==> config.mk <==
export PLATFORM = sky130hd
export DESIGN_NAME = fifo_wr_arbiter
export DESIGN_NICKNAME = d
export VERILOG_FILES = /design/src/rtl/fifo_wr_arbiter.sv
export SDC_FILE = /design/constraint.sdc
export NUM_CORES = 1
export LEC_CHECK = 0
export BUFFER_PORTS_ARGS = -buffer_cell sky130_fd_sc_hd__buf_2
export CAP_MARGIN = 20
export CORE_MARGIN = 2
export CORE_UTILIZATION = 49
export CTS_CLUSTER_DIAMETER = 150
export DETAILED_ROUTE_END_ITERATION = 10
export PLACE_DENSITY = 0.85
export SYNTH_ARGS = -nofsm -noshare
export SYNTH_HDL_FRONTEND = slang
export SYNTH_SLANG_ARGS = --single-unit
==> constraint.sdc <==
create_clock -name clk -period 4.7 [get_ports clk]
set_clock_uncertainty 0.2 [all_clocks]
set_input_delay 0.705 -clock clk [delete_from_list [all_inputs] [get_ports clk]]
set_output_delay 0.705 -clock clk [all_outputs]
set_load 0.03 [all_outputs]
==> src/rtl/fifo_wr_arbiter.sv <==
// fifo_wr_arbiter: round-robin write arbiter sharing one synchronous FIFO among NREQ
// producers. Each producer offers a beat with req[i] and data[i]. The beat transfers on the
// rising edge where req[i] & ack[i] are both high. The winning beat is then presented to the
// FIFO as a registered write one cycle later.
//
// Admission counts the write already in flight on top of fifo_count, so the FIFO cannot
// overflow.
//
// Optional feature: define FIFO_ARB_BURST_EN to let a winner keep the grant for up to
// MAX_BURST consecutive beats (IDLE <-> LOCK FSM). If it is undefined, the grant rotates
// after every beat.
//
// Ports:
//   clk, rst_n   clock (rising edge), asynchronous active-low reset
//   req, data    per-producer valid and packed data (slice i = data[i*DW +: DW])
//   ack          combinational one-hot grant; a beat moves when req[i] & ack[i]
//   fifo_count   FIFO occupancy, 0..DEPTH
//   fifo_wt_en   registered FIFO write strobe
//   fifo_din     registered FIFO write data
//   last_id      requester id of the most recently transferred beat
//   wr_total     16-bit transferred-beat counter (wraps)
module fifo_wr_arbiter #(
  parameter int unsigned NREQ      = 4,
  parameter int unsigned DW        = 8,
  parameter int unsigned DEPTH     = 16,
  parameter int unsigned MAX_BURST = 4,
  localparam int unsigned CW       = $clog2(DEPTH) + 1,
  localparam int unsigned IW       = $clog2(NREQ)
) (
  input  logic               clk,
  input  logic               rst_n,
  input  logic [NREQ-1:0]    req,
  input  logic [NREQ*DW-1:0] data,
  output logic [NREQ-1:0]    ack,
  input  logic [CW-1:0]      fifo_count,
  output logic               fifo_wt_en,
  output logic [DW-1:0]      fifo_din,
  output logic [IW-1:0]      last_id,
  output logic [15:0]        wr_total
);

  if (NREQ < 2 || MAX_BURST < 1) begin : g_param_err
    $error("fifo_wr_arbiter: NREQ must be >= 2 and MAX_BURST >= 1");
  end

  localparam logic [NREQ-1:0] AckBit0 = NREQ'(1);

  function automatic logic [IW-1:0] next_id(input logic [IW-1:0] id);
    return (id == IW'(NREQ - 1)) ? '0 : id + 1'b1;
  endfunction

  logic [IW-1:0] rr_ptr_q, rr_ptr_d;
  logic [IW-1:0] win_id, gnt_id;
  logic          win_vld, gnt_vld;
  logic [CW:0]   occupancy;
  logic          can_issue;
  logic          xfer;

  // The write in flight has not reached fifo_count yet, so count it as a claimed slot.
  assign occupancy = {1'b0, fifo_count} + {{CW{1'b0}}, fifo_wt_en};
  assign can_issue = occupancy < (CW+1)'(DEPTH);

  // First requester at or after rr_ptr, wrapping around.
  always_comb begin
    int unsigned idx;
    win_vld = 1'b0;
    win_id  = rr_ptr_q;
    idx     = 0;
    for (int unsigned k = 0; k < NREQ; k++) begin
      idx = (int'(rr_ptr_q) + k) % NREQ;
      if (!win_vld && req[idx]) begin
        win_vld = 1'b1;
        win_id  = IW'(idx);
      end
    end
  end

`ifdef FIFO_ARB_BURST_EN
  localparam int unsigned BCW = $clog2(MAX_BURST + 1);

  typedef enum logic [0:0] {StIdle, StLock} state_e;

  state_e         state_q, state_d;
  logic [IW-1:0]  owner_q, owner_d;
  logic [BCW-1:0] burst_cnt_q, burst_cnt_d;

  // While locked, only the owner is eligible; the lock is kept through stalls.
  always_comb begin
    if (state_q == StLock) begin
      gnt_id  = owner_q;
      gnt_vld = req[owner_q];
    end else begin
      gnt_id  = win_id;
      gnt_vld = win_vld;
    end
  end

  always_comb begin
    state_d     = state_q;
    owner_d     = owner_q;
    burst_cnt_d = burst_cnt_q;
    rr_ptr_d    = rr_ptr_q;
    unique case (state_q)
      StIdle: begin
        if (xfer) begin
          if (MAX_BURST == 1) begin
            rr_ptr_d = next_id(win_id);
          end else begin
            state_d     = StLock;
            owner_d     = win_id;
            burst_cnt_d = BCW'(1);
          end
        end
      end
      StLock: begin
        if (!req[owner_q] || (xfer && burst_cnt_q == BCW'(MAX_BURST - 1))) begin
          state_d     = StIdle;
          rr_ptr_d    = next_id(owner_q);
          burst_cnt_d = '0;
        end else if (xfer) begin
          burst_cnt_d = burst_cnt_q + 1'b1;
        end
      end
      default: state_d = StIdle;
    endcase
  end

  always_ff @(posedge clk or negedge rst_n) begin
    if (!rst_n) begin
      state_q     <= StIdle;
      owner_q     <= '0;
      burst_cnt_q <= '0;
    end else begin
      state_q     <= state_d;
      owner_q     <= owner_d;
      burst_cnt_q <= burst_cnt_d;
    end
  end
`else
  assign gnt_id  = win_id;
  assign gnt_vld = win_vld;

  always_comb begin
    rr_ptr_d = rr_ptr_q;
    if (xfer) begin
      rr_ptr_d = next_id(win_id);
    end
  end
`endif

  assign xfer = gnt_vld && can_issue;
  assign ack  = (xfer && rst_n) ? (AckBit0 << gnt_id) : '0;

  always_ff @(posedge clk or negedge rst_n) begin
    if (!rst_n) begin
      rr_ptr_q   <= '0;
      fifo_wt_en <= 1'b0;
      fifo_din   <= '0;
      last_id    <= '0;
      wr_total   <= '0;
    end else begin
      rr_ptr_q   <= rr_ptr_d;
      fifo_wt_en <= xfer;
      if (xfer) begin
        fifo_din <= data[gnt_id*DW +: DW];
        last_id  <= gnt_id;
        wr_total <= wr_total + 16'd1;
      end
    end
  end

endmodule
==> impl_summary.log <==
INFO  metric multi_input_area = 776 um^2
INFO  metric seqCellArea = 726 um^2
INFO  metric grt_setup_unrepaired = no
INFO  metric finalSetupViolCount = 0
INFO  metric finalSetupTns = 0 ns
INFO  metric cts.htree.levels = 2
INFO  metric internal_power = 0.540 mW
INFO  metric place.gp.congestion = 0.717
INFO  metric placeableCoreArea = 0.00303 mm^2
INFO  metric numPortBuffers = 73
INFO  metric ys_top_cells_by_count = 29 x sky130_fd_sc_hd__dfrtp_1, 23 x sky130_fd_sc_hd__nand2_1, 16 x sky130_fd_sc_hd__mux2i_1, 11 x sky130_fd_sc_hd__xnor2_1, 8 x sky130_fd_sc_hd__o221ai_1
INFO  metric timing.max_slew.rel_slack = 0.551
INFO  metric clock_tree.buffer_depth = 2
INFO  metric synth-adder-area-share = 0.0403
INFO  metric mux_cell_area_share_after_synthesis = 0.103
INFO  metric netSwitchingPower = 0.456 mW
INFO  metric post_cts.repair.setup_buffers = 0
INFO  metric switching_share = 0.458
INFO  metric run_status = complete, no violations
INFO  metric clock-root-buffer = sky130_fd_sc_hd__clkbuf_4
INFO  metric setup.worst_path.start_class = input port
INFO  metric insertion_delay = 0.33 ns
INFO  metric dieWidth = 60.3 um
INFO  metric routed_wire_length_per_instance = 13.3 um
INFO  metric fin_crit_sh = 0.710
INFO  metric vias_per_cell = 5.11
INFO  metric seq_area_frac_synth = 0.467
INFO  metric clock_pin_slew_on_the_worst_setup_and_hold_paths = 0.09 ns
INFO  metric synth_top_family_by_area = simple AND/OR/NAND/NOR gates
INFO  metric holdCritPathClass = in -> async
INFO  metric drt_first_iter_violations = 89
INFO  metric synth_edf_count = 0
INFO  metric timing.setup.critical_path_class = in -> out
INFO  metric final_hold_violation_count = 0
INFO  metric drc = 0
INFO  metric grt_first_pass_wirelength = 5.46 mm
INFO  metric clockPowerShare = 0.147
INFO  metric worst_setup_path_end_kind = primary output
INFO  metric max_freq = 300 MHz
INFO  metric share_of_post_route_cells_with_drive_strength_above_1 = 0.386
INFO  metric final_nets = 270
INFO  metric n_antenna_cell = 0
INFO  metric count_of_state_elements_after_synthesis = 29
INFO  metric chipHeight = 60.3 um
INFO  metric required_time_at_the_worst_slack_endpoint = 3.80 ns
INFO  metric leading_cell_types_by_total_area_after_synthesis = sky130_fd_sc_hd__dfrtp_1 47%, sky130_fd_sc_hd__mux2i_1 10%, sky130_fd_sc_hd__xnor2_1 6.2%
INFO  metric num_io_pins = 74
INFO  metric worst_ir_drop_vdd = 0.000314 V
INFO  metric max_slew.worst_pin.slew = 0.674 ns
INFO  metric yosysUniqueCellTypes = 33
INFO  metric fillers = 260
INFO  metric post_synth_and_or_nand_nor_area_fraction = 0.191
INFO  metric grt_start_max_net_pins = 34
INFO  metric final_antenna_net_count = 0
INFO  metric row_count = 20
INFO  metric postSynth.topFlopCell = sky130_fd_sc_hd__dfrtp_1
INFO  metric crit_arrival = 2.43 ns
INFO  metric cts-hold-fix-buffers = 0
INFO  metric final_critical_path_setup_slack = 1.36 ns
INFO  metric cts_sinks = 29
INFO  metric max-cap-violations = 0
INFO  metric power_per_cell_area = 499 mW/mm^2
INFO  metric yosysMostFrequentCell = sky130_fd_sc_hd__dfrtp_1
INFO  metric cellLeakagePower = 1.09 nW
INFO  metric r2r_cells = 6
INFO  metric sequentialPowerShare = 0.388
INFO  metric clock_tree_from_tritoncts = yes
INFO  metric vias = 1364
INFO  metric ys.warnings.count = 0
INFO  metric summed_instance_area_of_the_synthesized_netlist = 0.00155 mm^2
INFO  metric cts_made_buffers = 5
INFO  metric area_delta_synth_final = 28.5%
INFO  metric post_synth.cell_area_avg = 10.6 um^2
INFO  metric gr-usage-all-layers = 0.211
INFO  metric placed_cell_area = 0.00194 mm^2
INFO  metric worst_slack_placed = 1.36 ns
INFO  metric timing_max_transition_violations_final = 0
INFO  metric grt_pass1_vias = 1257
INFO  metric globalRouteOverflowTotal = 0
INFO  metric layout.core_utilization = 0.659
INFO  metric design_area = 0.00200 mm^2
INFO  metric final_period_minus_worst_setup_slack = 3.34 ns
INFO  metric post-synth-top-area-fraction = 0.467
INFO  metric dpl.hpwl = 2.69 mm
INFO  metric timing.critical_path.fanout_max = 19
INFO  metric initial_utilization = 0.513
INFO  metric mappedNetlistNets = 194
INFO  metric drt-pass1-iter-count = 4
INFO  metric fp.dieArea = 0.00363 mm^2
INFO  metric synth_area_leader_cell = sky130_fd_sc_hd__dfrtp_1
INFO  metric synth_async_sr_flop_share = 1.00
INFO  metric xor_xnor_cell_area_share_of_the_yosys_netlist = 0.0846
INFO  metric synth-compound-area-share = 0.0806
INFO  metric grt_antenna_before_repair = 0
INFO  metric cts_repair_resize_count = 0
INFO  metric post_synth_inst_count = 146
INFO  metric power.share.combinational = 0.465
INFO  metric detail_route.wirelength = 3.55 mm
## stage by stage
stage	hold slack, ns	instances	power [mW]
final	0.203	267	0.996
after global routing	0.234	267	1.06
after CTS	0.211	267	1.00
after detailed placement	0.259	259	0.854
after global placement	0.258	259	0.843
after floorplan	0.209	146	0.724
## logic make-up after synthesis
kind of cell,Yosys count
AOI/OAI and AO/OA,16
xor gates and xnor gates,15
adders and majority gates,5
buffers and inverters,9
DFF,29
muxes,16
and+or+nand+nor,56
## area by class of cell
type | count | share of cell area
clock buffer | 5 | 0.0188
timing repair buffer | 73 | 0.183
inverter | 5 | 0.00940
sequential | 29 | 0.364
tap | 44 | 0.0276
clock inverter | 3 | 0.00878
multi-input combinational | 108 | 0.389
## registers in the layout, summed over array words and instances (netlist names)
| signal | flops |
|---|---|
| fifo_din | 8 |
| last_id | 2 |
| wr_total | 16 |
| fifo_wt_en | 1 |
| rr_ptr_q | 2 |
## worst paths after layout
path                               from      endpoint  slack, ns
max reg2reg                  fifo_wt_en  wr_total[12]       2.25
max in group asynchronous         rst_n   wr_total[8]       3.66
min                               rst_n   wr_total[7]       0.20
min reg2reg                wr_total[15]  wr_total[15]       0.27
max                              req[3]        ack[0]       1.36
min in group clk           wr_total[15]  wr_total[15]       0.27
## cell usage in the layout (no fill, tap or decap)
cell                         netlist  layout
sky130_fd_sc_hd__clkbuf_4          0       5
sky130_fd_sc_hd__o221ai_1          8       8
sky130_fd_sc_hd__nor2_1            3       3
sky130_fd_sc_hd__nor3_1            3       3
sky130_fd_sc_hd__dfrtp_1          29      29
sky130_fd_sc_hd__mux2i_1          16      16
sky130_fd_sc_hd__a21oi_1           1       1
sky130_fd_sc_hd__and3b_1           1       1
sky130_fd_sc_hd__xor2_1            4       4
sky130_fd_sc_hd__and2b_2           1       1
sky130_fd_sc_hd__nand3_1           7       7
sky130_fd_sc_hd__buf_2             1      73
sky130_fd_sc_hd__or4_4             1       1
sky130_fd_sc_hd__nand2_1          23      23
sky130_fd_sc_hd__nor4_1            1       1
sky130_fd_sc_hd__nor2b_1           2       2
sky130_fd_sc_hd__inv_2             1       1
sky130_fd_sc_hd__nor4_2            1       1
sky130_fd_sc_hd__o21a_1            1       1
sky130_fd_sc_hd__clkinvlp_4        0       1
sky130_fd_sc_hd__inv_1             4       4
sky130_fd_sc_hd__nand2b_1          1       1
sky130_fd_sc_hd__o21ai_0           3       3
sky130_fd_sc_hd__nand4_1           2       2
sky130_fd_sc_hd__and3_1            7       7
sky130_fd_sc_hd__ha_1              5       5
sky130_fd_sc_hd__clkinv_2          0       2
sky130_fd_sc_hd__and4_1            1       1
sky130_fd_sc_hd__nand2_4           1       1
sky130_fd_sc_hd__xnor2_1          11      11
sky130_fd_sc_hd__o211a_1           1       1
sky130_fd_sc_hd__a211o_1           2       2
sky130_fd_sc_hd__or3_1             1       1
## routing by layer
layer	GRT usage	part of all wire	up-vias	wire length, um
li1	-	-	674	-
met1	0.266	0.43	645	1520
met2	0.326	0.50	39	1790
met3	0.0649	0.050	6	177
met4	0.105	0.019	0	66
met5	0	0	-	0
## power by group through the flow
stage | logic [mW] | clock network, mW | registers (mW)
final | 0.463 | 0.146 | 0.386
after global routing | 0.499 | 0.164 | 0.397
after CTS | 0.467 | 0.151 | 0.385
after detailed placement | 0.464 | 0 | 0.390
after global placement | 0.456 | 0 | 0.387
after floorplan | 0.208 | 0 | 0.517
## worst max-delay path: stages
cell	delay (ns)
sky130_fd_sc_hd__buf_2	0.12
sky130_fd_sc_hd__and3b_1	0.18
sky130_fd_sc_hd__or4_4	0.49
sky130_fd_sc_hd__nand2_4	0.26
sky130_fd_sc_hd__inv_1	0.13
sky130_fd_sc_hd__ha_1	0.20
sky130_fd_sc_hd__and3_1	0.15
sky130_fd_sc_hd__buf_2	0.17
Note: power is estimated with default switching activity, not from simulation.
